===== src/rtl/uart_rx_oversampled.sv =====
// Oversampled UART receiver: 2-flop synchronizer, mid-bit decision, single-entry output holding register.
// Optional UART_RX_MAJORITY_EN: bit decision is the 2-of-3 vote of samples at cnt==6,7,8 instead of cnt==8 alone.
module uart_rx_oversampled #(
  parameter int DATA_BITS  = 8,
  parameter int OVERSAMPLE = 16
) (
  input  logic                 clk,
  input  logic                 reset,
  input  logic                 baud16_tick,
  input  logic                 rx,
  input  logic                 rx_ack,
  output logic [DATA_BITS-1:0] rx_data,
  output logic                 rx_valid,
  output logic                 frame_err,
  output logic                 overrun,
  output logic                 busy
);

  localparam int CW = (OVERSAMPLE > 1) ? $clog2(OVERSAMPLE) : 1;
  localparam int IW = (DATA_BITS > 1) ? $clog2(DATA_BITS) : 1;
  localparam logic [CW-1:0] CNT_MID  = CW'(OVERSAMPLE / 2);
  localparam logic [CW-1:0] CNT_LAST = CW'(OVERSAMPLE - 1);
  localparam logic [IW-1:0] IDX_LAST = IW'(DATA_BITS - 1);

  typedef enum logic [1:0] {IDLE, START, DATA, STOP} state_t;

  state_t                 state_q, state_d;
  logic [CW-1:0]          cnt_q, cnt_d;
  logic [IW-1:0]          idx_q, idx_d;
  logic [DATA_BITS-1:0]   shift_q, shift_d;
  logic [DATA_BITS-1:0]   rx_data_q, rx_data_d;
  logic                   rx_valid_q, rx_valid_d;
  logic                   frame_err_q, frame_err_d;
  logic                   overrun_q, overrun_d;
  logic                   rx_meta_q, rx_meta_d;
  logic                   rx_s_q, rx_s_d;
  logic                   bit_dec;

`ifdef UART_RX_MAJORITY_EN
  logic samp6_q, samp6_d;
  logic samp7_q, samp7_d;

  always_comb begin
    samp6_d = samp6_q;
    samp7_d = samp7_q;
    if (baud16_tick && cnt_q == CNT_MID - CW'(2)) samp6_d = rx_s_q;
    if (baud16_tick && cnt_q == CNT_MID - CW'(1)) samp7_d = rx_s_q;
    bit_dec = (samp6_q & samp7_q) | (samp6_q & rx_s_q) | (samp7_q & rx_s_q);
  end

  always_ff @(posedge clk) begin
    if (reset) begin
      samp6_q <= 1'b1;
      samp7_q <= 1'b1;
    end else begin
      samp6_q <= samp6_d;
      samp7_q <= samp7_d;
    end
  end
`else
  always_comb begin
    bit_dec = rx_s_q;
  end
`endif

  always_ff @(posedge clk) begin
    if (reset) begin
      state_q     <= IDLE;
      cnt_q       <= '0;
      idx_q       <= '0;
      shift_q     <= '0;
      rx_data_q   <= '0;
      rx_valid_q  <= 1'b0;
      frame_err_q <= 1'b0;
      overrun_q   <= 1'b0;
      rx_meta_q   <= 1'b1;
      rx_s_q      <= 1'b1;
    end else begin
      state_q     <= state_d;
      cnt_q       <= cnt_d;
      idx_q       <= idx_d;
      shift_q     <= shift_d;
      rx_data_q   <= rx_data_d;
      rx_valid_q  <= rx_valid_d;
      frame_err_q <= frame_err_d;
      overrun_q   <= overrun_d;
      rx_meta_q   <= rx_meta_d;
      rx_s_q      <= rx_s_d;
    end
  end

  always_comb begin
    state_d     = state_q;
    cnt_d       = cnt_q;
    idx_d       = idx_q;
    shift_d     = shift_q;
    rx_data_d   = rx_data_q;
    frame_err_d = 1'b0;
    overrun_d   = 1'b0;
    rx_meta_d   = rx;
    rx_s_d      = rx_meta_q;
    // an ack with nothing held simply has no effect
    rx_valid_d  = rx_valid_q & ~rx_ack;

    if (baud16_tick) begin
      case (state_q)
        IDLE: begin
          if (!rx_s_q) begin
            state_d = START;
            cnt_d   = '0;
          end
        end
        START: begin
          if (cnt_q == CNT_MID && bit_dec) begin
            state_d = IDLE;
            cnt_d   = '0;
          end else if (cnt_q == CNT_LAST) begin
            state_d = DATA;
            cnt_d   = '0;
            idx_d   = '0;
          end else begin
            cnt_d = cnt_q + CW'(1);
          end
        end
        DATA: begin
          if (cnt_q == CNT_MID) shift_d[idx_q] = bit_dec;
          if (cnt_q == CNT_LAST) begin
            cnt_d = '0;
            if (idx_q == IDX_LAST) begin
              state_d = STOP;
              idx_d   = '0;
            end else begin
              idx_d = idx_q + IW'(1);
            end
          end else begin
            cnt_d = cnt_q + CW'(1);
          end
        end
        STOP: begin
          // leave at mid stop bit so a back-to-back start edge is not missed
          if (cnt_q == CNT_MID) begin
            state_d = IDLE;
            cnt_d   = '0;
            if (bit_dec) begin
              if (!rx_valid_q || rx_ack) begin
                rx_data_d  = shift_q;
                rx_valid_d = 1'b1;
              end else begin
                overrun_d = 1'b1;
              end
            end else begin
              frame_err_d = 1'b1;
            end
          end else begin
            cnt_d = cnt_q + CW'(1);
          end
        end
        default: begin
          state_d = IDLE;
          cnt_d   = '0;
        end
      endcase
    end
  end

  assign rx_data   = rx_data_q;
  assign rx_valid  = rx_valid_q;
  assign frame_err = frame_err_q;
  assign overrun   = overrun_q;
  assign busy      = (state_q != IDLE);

endmodule


===== config.mk =====
export PLATFORM = sky130hd
export DESIGN_NAME = uart_rx_oversampled
export DESIGN_NICKNAME = d
export VERILOG_FILES = /design/src/rtl/uart_rx_oversampled.sv
export SDC_FILE = /design/constraint.sdc
export NUM_CORES = 1
export LEC_CHECK = 0
export CAP_MARGIN = 20
export CORE_AREA = 5 5 69 64
export CTS_CLUSTER_DIAMETER = 150
export DETAILED_ROUTE_END_ITERATION = 8
export DIE_AREA = 0 0 74 69
export PLACE_DENSITY = 0.64
export SKIP_LAST_GASP = 1
export SLEW_MARGIN = 15
export SYNTH_ARGS = -nofsm -noshare
export SYNTH_HDL_FRONTEND = slang
export SYNTH_SLANG_ARGS = --single-unit

===== constraint.sdc =====
create_clock -name clk -period 1.76 [get_ports clk]
set_clock_uncertainty 0.15 [all_clocks]
set_input_delay 0.352 -clock clk [delete_from_list [all_inputs] [get_ports clk]]
set_output_delay 0.352 -clock clk [all_outputs]
set_load 0.005 [all_outputs]

==> results of run 1 <==
==> through the flow <==
| stage | TNS [ns] | cells | setup WS [ns] |
|---|---|---|---|
| after detailed placement | -3.637 | 226 | -0.2243 |
| after global placement | -3.113 | 226 | -0.2038 |
| after CTS | -0.01337 | 235 | -0.01337 |
| after global routing | -0.05567 | 236 | -0.04258 |
| final | 0 | 236 | 0.03032 |
| after floorplan | 0 | 154 | 0.02404 |
==> critical path, stage by stage, from the launching register on <==
cell,delay [ns]
dfxtp_2,0.34
inv_2,0.05
ha_4,0.15
and3b_2,0.24
a21o_1,0.19
a2111o_1,0.36
a31oi_1,0.17
==> flip-flops by register name (all words and copies together) (netlist names), 3 cells and up, named ones only <==
register and cells:
idx_q 3, shift_q 8, rx_data 8, cnt_q 4
==> final cells by class <==
type / count / area, µm²
Clock inverter: 2 / 12.51
Sequential cell: 30 / 604.3
Tap cell: 46 / 57.56
Fill cell: 325 / 1762
Clock buffer: 6 / 82.58
Timing Repair Buffer: 37 / 322.8
Multi-Input combinational cell: 110 / 792.0
Inverter: 5 / 18.77
==> timing repair <==
item                       4_1_cts  5_1_grt
pin swaps                        0        5
resized for setup                3       11
setup buffers                    1        1
setup endpoints to repair        3       11
==> power by group through the flow <==
| stage | Combinational [mW] | Sequential [mW] | Clock [mW] |
|---|---|---|---|
| 3_3_place_gp | 0.0573 | 0.698 | 0 |
| 4_1_cts | 0.0577 | 0.683 | 0.588 |
| 3_5_place_dp | 0.0580 | 0.698 | 0 |
| 5_1_grt | 0.0661 | 0.683 | 0.622 |
| 6_report | 0.0612 | 0.683 | 0.574 |
| 2_1_floorplan | 0.0336 | 0.698 | 0 |
==> per-layer routing <==
metal | vias up | GRT usage | wire length (µm)
met3 | 9 | 0.04797 | 78
met5 | - | 0 | 0
met2 | 19 | 0.1998 | 1537
met1 | 546 | 0.1591 | 1478
li1 | 604 | - | -
met4 | 0 | 0.07445 | 90
==> kinds of logic (layout without fill, tap and decap cells) <==
kind of cell / count (synthesis) / after routing / share of synthesized area
buffers and inverters: 14 / 50 / 0.04485
DFF: 30 / 30 / 0.4222
and+or+nand+nor: 67 / 67 / 0.2762
AOI/OAI and AO/OA: 23 / 23 / 0.1091
muxes: 16 / 16 / 0.1126
adders and majority gates: 4 / 4 / 0.03518
==> how the worst max path moves through the flow <==
stage	cells after the start	slack [ns]	from	endpoint
after floorplan	7	0.02	cnt_q[0]	cnt_q[2]
final	6	0.03	cnt_q[1]	cnt_q[2]
after global routing	6	-0.04	cnt_q[1]	cnt_q[2]
after global placement	6	-0.20	baud16_tick	shift_q[7]
after CTS	6	-0.01	cnt_q[0]	cnt_q[0]
after detailed placement	6	-0.22	baud16_tick	shift_q[7]
==> synth_stat cells (3+ instances only) <==
cell	number	area, µm²
mux2i_1	16	160.2
a21oi_1	6	30.03
nand2_1	11	41.29
nand4_1	3	18.77
nor2_1	9	33.78
dfxtp_1	30	600.6
inv_1	5	18.77
nand2b_1	20	125.1
ha_1	4	50.05
or2_2	3	18.77
nand3_1	4	20.02
clkbuf_1	5	18.77
o211ai_1	3	22.52
==> results.toml, run 1 <==
[finish]
drive_above_1_share = 0.2368
final_util = 0.5176
mostFrequentLayoutCells = "dfxtp_1, nand2b_1, buf_4"
final_nets = 198
antennaDiodeCount = 0
syn2layout_area_growth_pct = 32.89
final_common_cell = "dfxtp_1"
final_cell_area_um2 = 1891

[critical_path]
crit_type = "reg -> reg"
crit_required_ns = 1.82
path_max_fanout = 5
r2r-start = "cnt_q[1]"
reg2regPathDepth = 6
end_kind = "register"
cp.arrival_ns = 1.79
r2r_end = "cnt_q[2]"
r2r_slack_ns = 0.03
cp-start-kind = "register"

[sta]
maxSlewHeadroom = 0.8032
layout_min_cycle_time_ns = 1.730
grt_setup_unrepaired = "true"
post-route-period-util = 0.9828
hold_viol = 0
report.final.slew_viol_count = 0
fmax_ghz = 0.5781
hold_slack_ns = 0.2633
setup_viol = 0
worstMarginPinSlew_ns = 0.2953

[grt]
grt_overflow_total = 0
grt_max_degree = 17
grt_pass1_wl_um = 5306
antenna_found_initial = 0
grt_usage = 0.1323
grt_pass1_vias = 1192

[synthesis]
syn_area_um2 = 1423
seq_area_frac_synth = 0.4222
ys.flop_type = "dfxtp_1"
async_reset_ff_frac = 0
synthesis.nets = 163
syn_inst = 154
avgSynthCellArea_um2 = 9.238
ys_types = 40
ys_seq_elements = 30
synth_warnings = 0
synth_edf_count = 0

[outcome]
run_status = "finished, final reports clean"

[floorplan]
die_w_um = 74
io-pin-count = 17
core_um2 = 3652
initial_core_util = 0.3895
die_area_um2 = 5106
row_count = 21
die_y_um = 69

[power]
peakVddDrop_uv = 350.4
power_frac_clock = 0.436
p_int_mw = 1.026
p_sw_mw = 0.2922
p_leak_nw = 0.7780
power_frac_seq = 0.518
power_frac_comb = 0.046
power_mw = 1.319
power_density_nw_per_um2 = 697.5
switching_share = 0.2216

[place]
gp_congestion = 0.9361
numPortBuffers = 16
hpwl_um = 2224
place_area_um2 = 1740

[clock_tree]
cts_tree = "yes"
root_buffer = "clkbuf_8"
cts_sinks = 30
cts_hold_buf = 0
clk_pin_slew_worst_paths_ns = 0.06
cts_buffer_depth = 2
numCtsBuffers = 5
clock_latency_ns = 0.28
h-tree-depth = 2

[drt]
drc_errors = 0
routedWlPerCell_um = 13.50
dr_total_vias = 1178
drtIter0Drc = 55
wirelength_um = 3185
vias_per_cell = 4.992
firstDrtPassIters = 4
ant_nets = 0

[min_path]
hold_start = "rx_meta_q"
whs_endpoint = "bit_dec"
worstHoldPathCells = 1
min_path_type = "reg -> reg"

[flow_run]
maxCapViolCount = 0
(Power assumes the default switching activity.)
==> inputs of run 2 (changes only) <==
--- a/config.mk
+++ b/config.mk
@@ -11,6 +11,7 @@
 export DETAILED_ROUTE_END_ITERATION = 8
 export DIE_AREA = 0 0 74 69
 export PLACE_DENSITY = 0.64
+export RECOVER_POWER = 25
 export SKIP_LAST_GASP = 1
 export SLEW_MARGIN = 15
 export SYNTH_ARGS = -nofsm -noshare
==> run 2 against run 1 <==
Against the previous run: sequential power about the same; non-clock buffer count unchanged; register-to-register slack about the same; core utilization unchanged; clock-buffer cell count unchanged; final cell count unchanged; routed wire length unchanged; combinational power down 0.8%; setup slack unchanged; design area unchanged; clock power about the same; global-route usage unchanged; largest power group unchanged; highest routed layer unchanged.
==> results.toml, run 2 (synthesis results as in run 1) <==
[grt]
grt_pass1_wl_um = 5306
grt_max_degree = 17
antenna_found_initial = 0
grt_overflow_total = 0
grt_usage = 0.1323
grt_pass1_vias = 1192

[sta]
layout_min_cycle_time_ns = 1.730
setup_viol = 0
tns_ns = 0
worstMarginPinSlew_ns = 0.2953
post-route-period-util = 0.9828
fmax_ghz = 0.5781
hold_viol = 0
grt_setup_unrepaired = "true"
maxSlewHeadroom = 0.8032
report.final.slew_viol_count = 0

[finish]
drive_above_1_share = 0.2368
final_nets = 198
final_common_cell = "dfxtp_1"
antennaDiodeCount = 0
final_cells = 236
final_cell_area_um2 = 1891
syn2layout_area_growth_pct = 32.89
final_util = 0.5176
mostFrequentLayoutCells = "dfxtp_1, nand2b_1, buf_4"

[drt]
wirelength_um = 3185
drtIter0Drc = 55
dr_total_vias = 1178
drc_errors = 0
firstDrtPassIters = 4
vias_per_cell = 4.992
routedWlPerCell_um = 13.50
ant_nets = 0

[power]
p_leak_nw = 0.7783
power_density_nw_per_um2 = 697.2
peakVddDrop_uv = 350.4

[place]
dp_cells = 226
numPortBuffers = 16
gp_congestion = 0.9361
hpwl_um = 2224
place_area_um2 = 1740

[critical_path]
crit_type = "reg -> reg"
r2r_slack_ns = 0.03
path_max_fanout = 5
cp-start-kind = "register"
crit_required_ns = 1.82
end_kind = "register"
cp.arrival_ns = 1.79

[floorplan]
die_w_um = 74
die_area_um2 = 5106
core_um2 = 3652
die_y_um = 69
io-pin-count = 17
row_count = 21
initial_core_util = 0.3895

[clock_tree]
cts_hold_buf = 0
root_buffer = "clkbuf_8"
clock_latency_ns = 0.28
h-tree-depth = 2
clk_pin_slew_worst_paths_ns = 0.06
cts_sinks = 30
cts_tree = "yes"
cts_buffer_depth = 2
numCtsBuffers = 5

[flow_run]
maxCapViolCount = 0

[min_path]
min_path_type = "reg -> reg"

[outcome]
run_status = "finished, final reports clean"
-- run 2: area by class of cell --
class	instances	area (µm²)
Fill cell	325	1762
Multi-Input combinational cell	110	792.0
Sequential cell	30	604.3
Timing Repair Buffer	37	322.8
Clock buffer	6	82.58
Tap cell	46	57.56
Inverter	5	18.77
Clock inverter	2	12.51
-- run 2: per-stage QoR --
step           hold slack (ns)  setup slack [ns]  power [mW]
6_report                0.2633           0.03032       1.318
5_1_grt                 0.3075          -0.04258       1.370
4_1_cts                 0.2664          -0.01337       1.328
3_5_place_dp            0.2476           -0.2243      0.7561
3_3_place_gp            0.2442           -0.2038      0.7553
2_1_floorplan           0.2395           0.02404      0.7313
-- run 2: per-layer routing --
layer  vias to the layer above  wire length, µm  global-route usage
met5                         -                0                   0
met4                         0               90             0.07445
met3                         9               78             0.04797
met2                        19             1537              0.1998
met1                       546             1478              0.1591
li1                        604                -                   -
-- run 2: final timing paths --
path	end	startpoint	depth (start not counted)
max	cnt_q[2]	cnt_q[1]	6
min	bit_dec	rx_meta_q	1
max reg2reg	cnt_q[2]	cnt_q[1]	6
min reg2reg	bit_dec	rx_meta_q	1
-- run 2: critical path, cell delays in order (launching register included) --
cell	delay, ns
dfxtp_2	0.34
inv_2	0.05
ha_4	0.15
and3b_2	0.24
a21o_1	0.19
a2111o_1	0.36
a31oi_1	0.17
-- run 2: power by group --
part           switching, mW  leakage [nW]  total, mW  internal [mW]
sequential           0.00118         0.244      0.683          0.682
combinational         0.0302         0.487     0.0607         0.0306
clock                  0.261        0.0472      0.574          0.314
total                  0.292         0.778       1.32           1.03
-- run 2: repair_timing --
item / CTS / global route
gates resized for setup: 3 / 11
setup buffers: 1 / 1
pin swaps: 0 / 5
endpoints found under the setup margin: 3 / 11
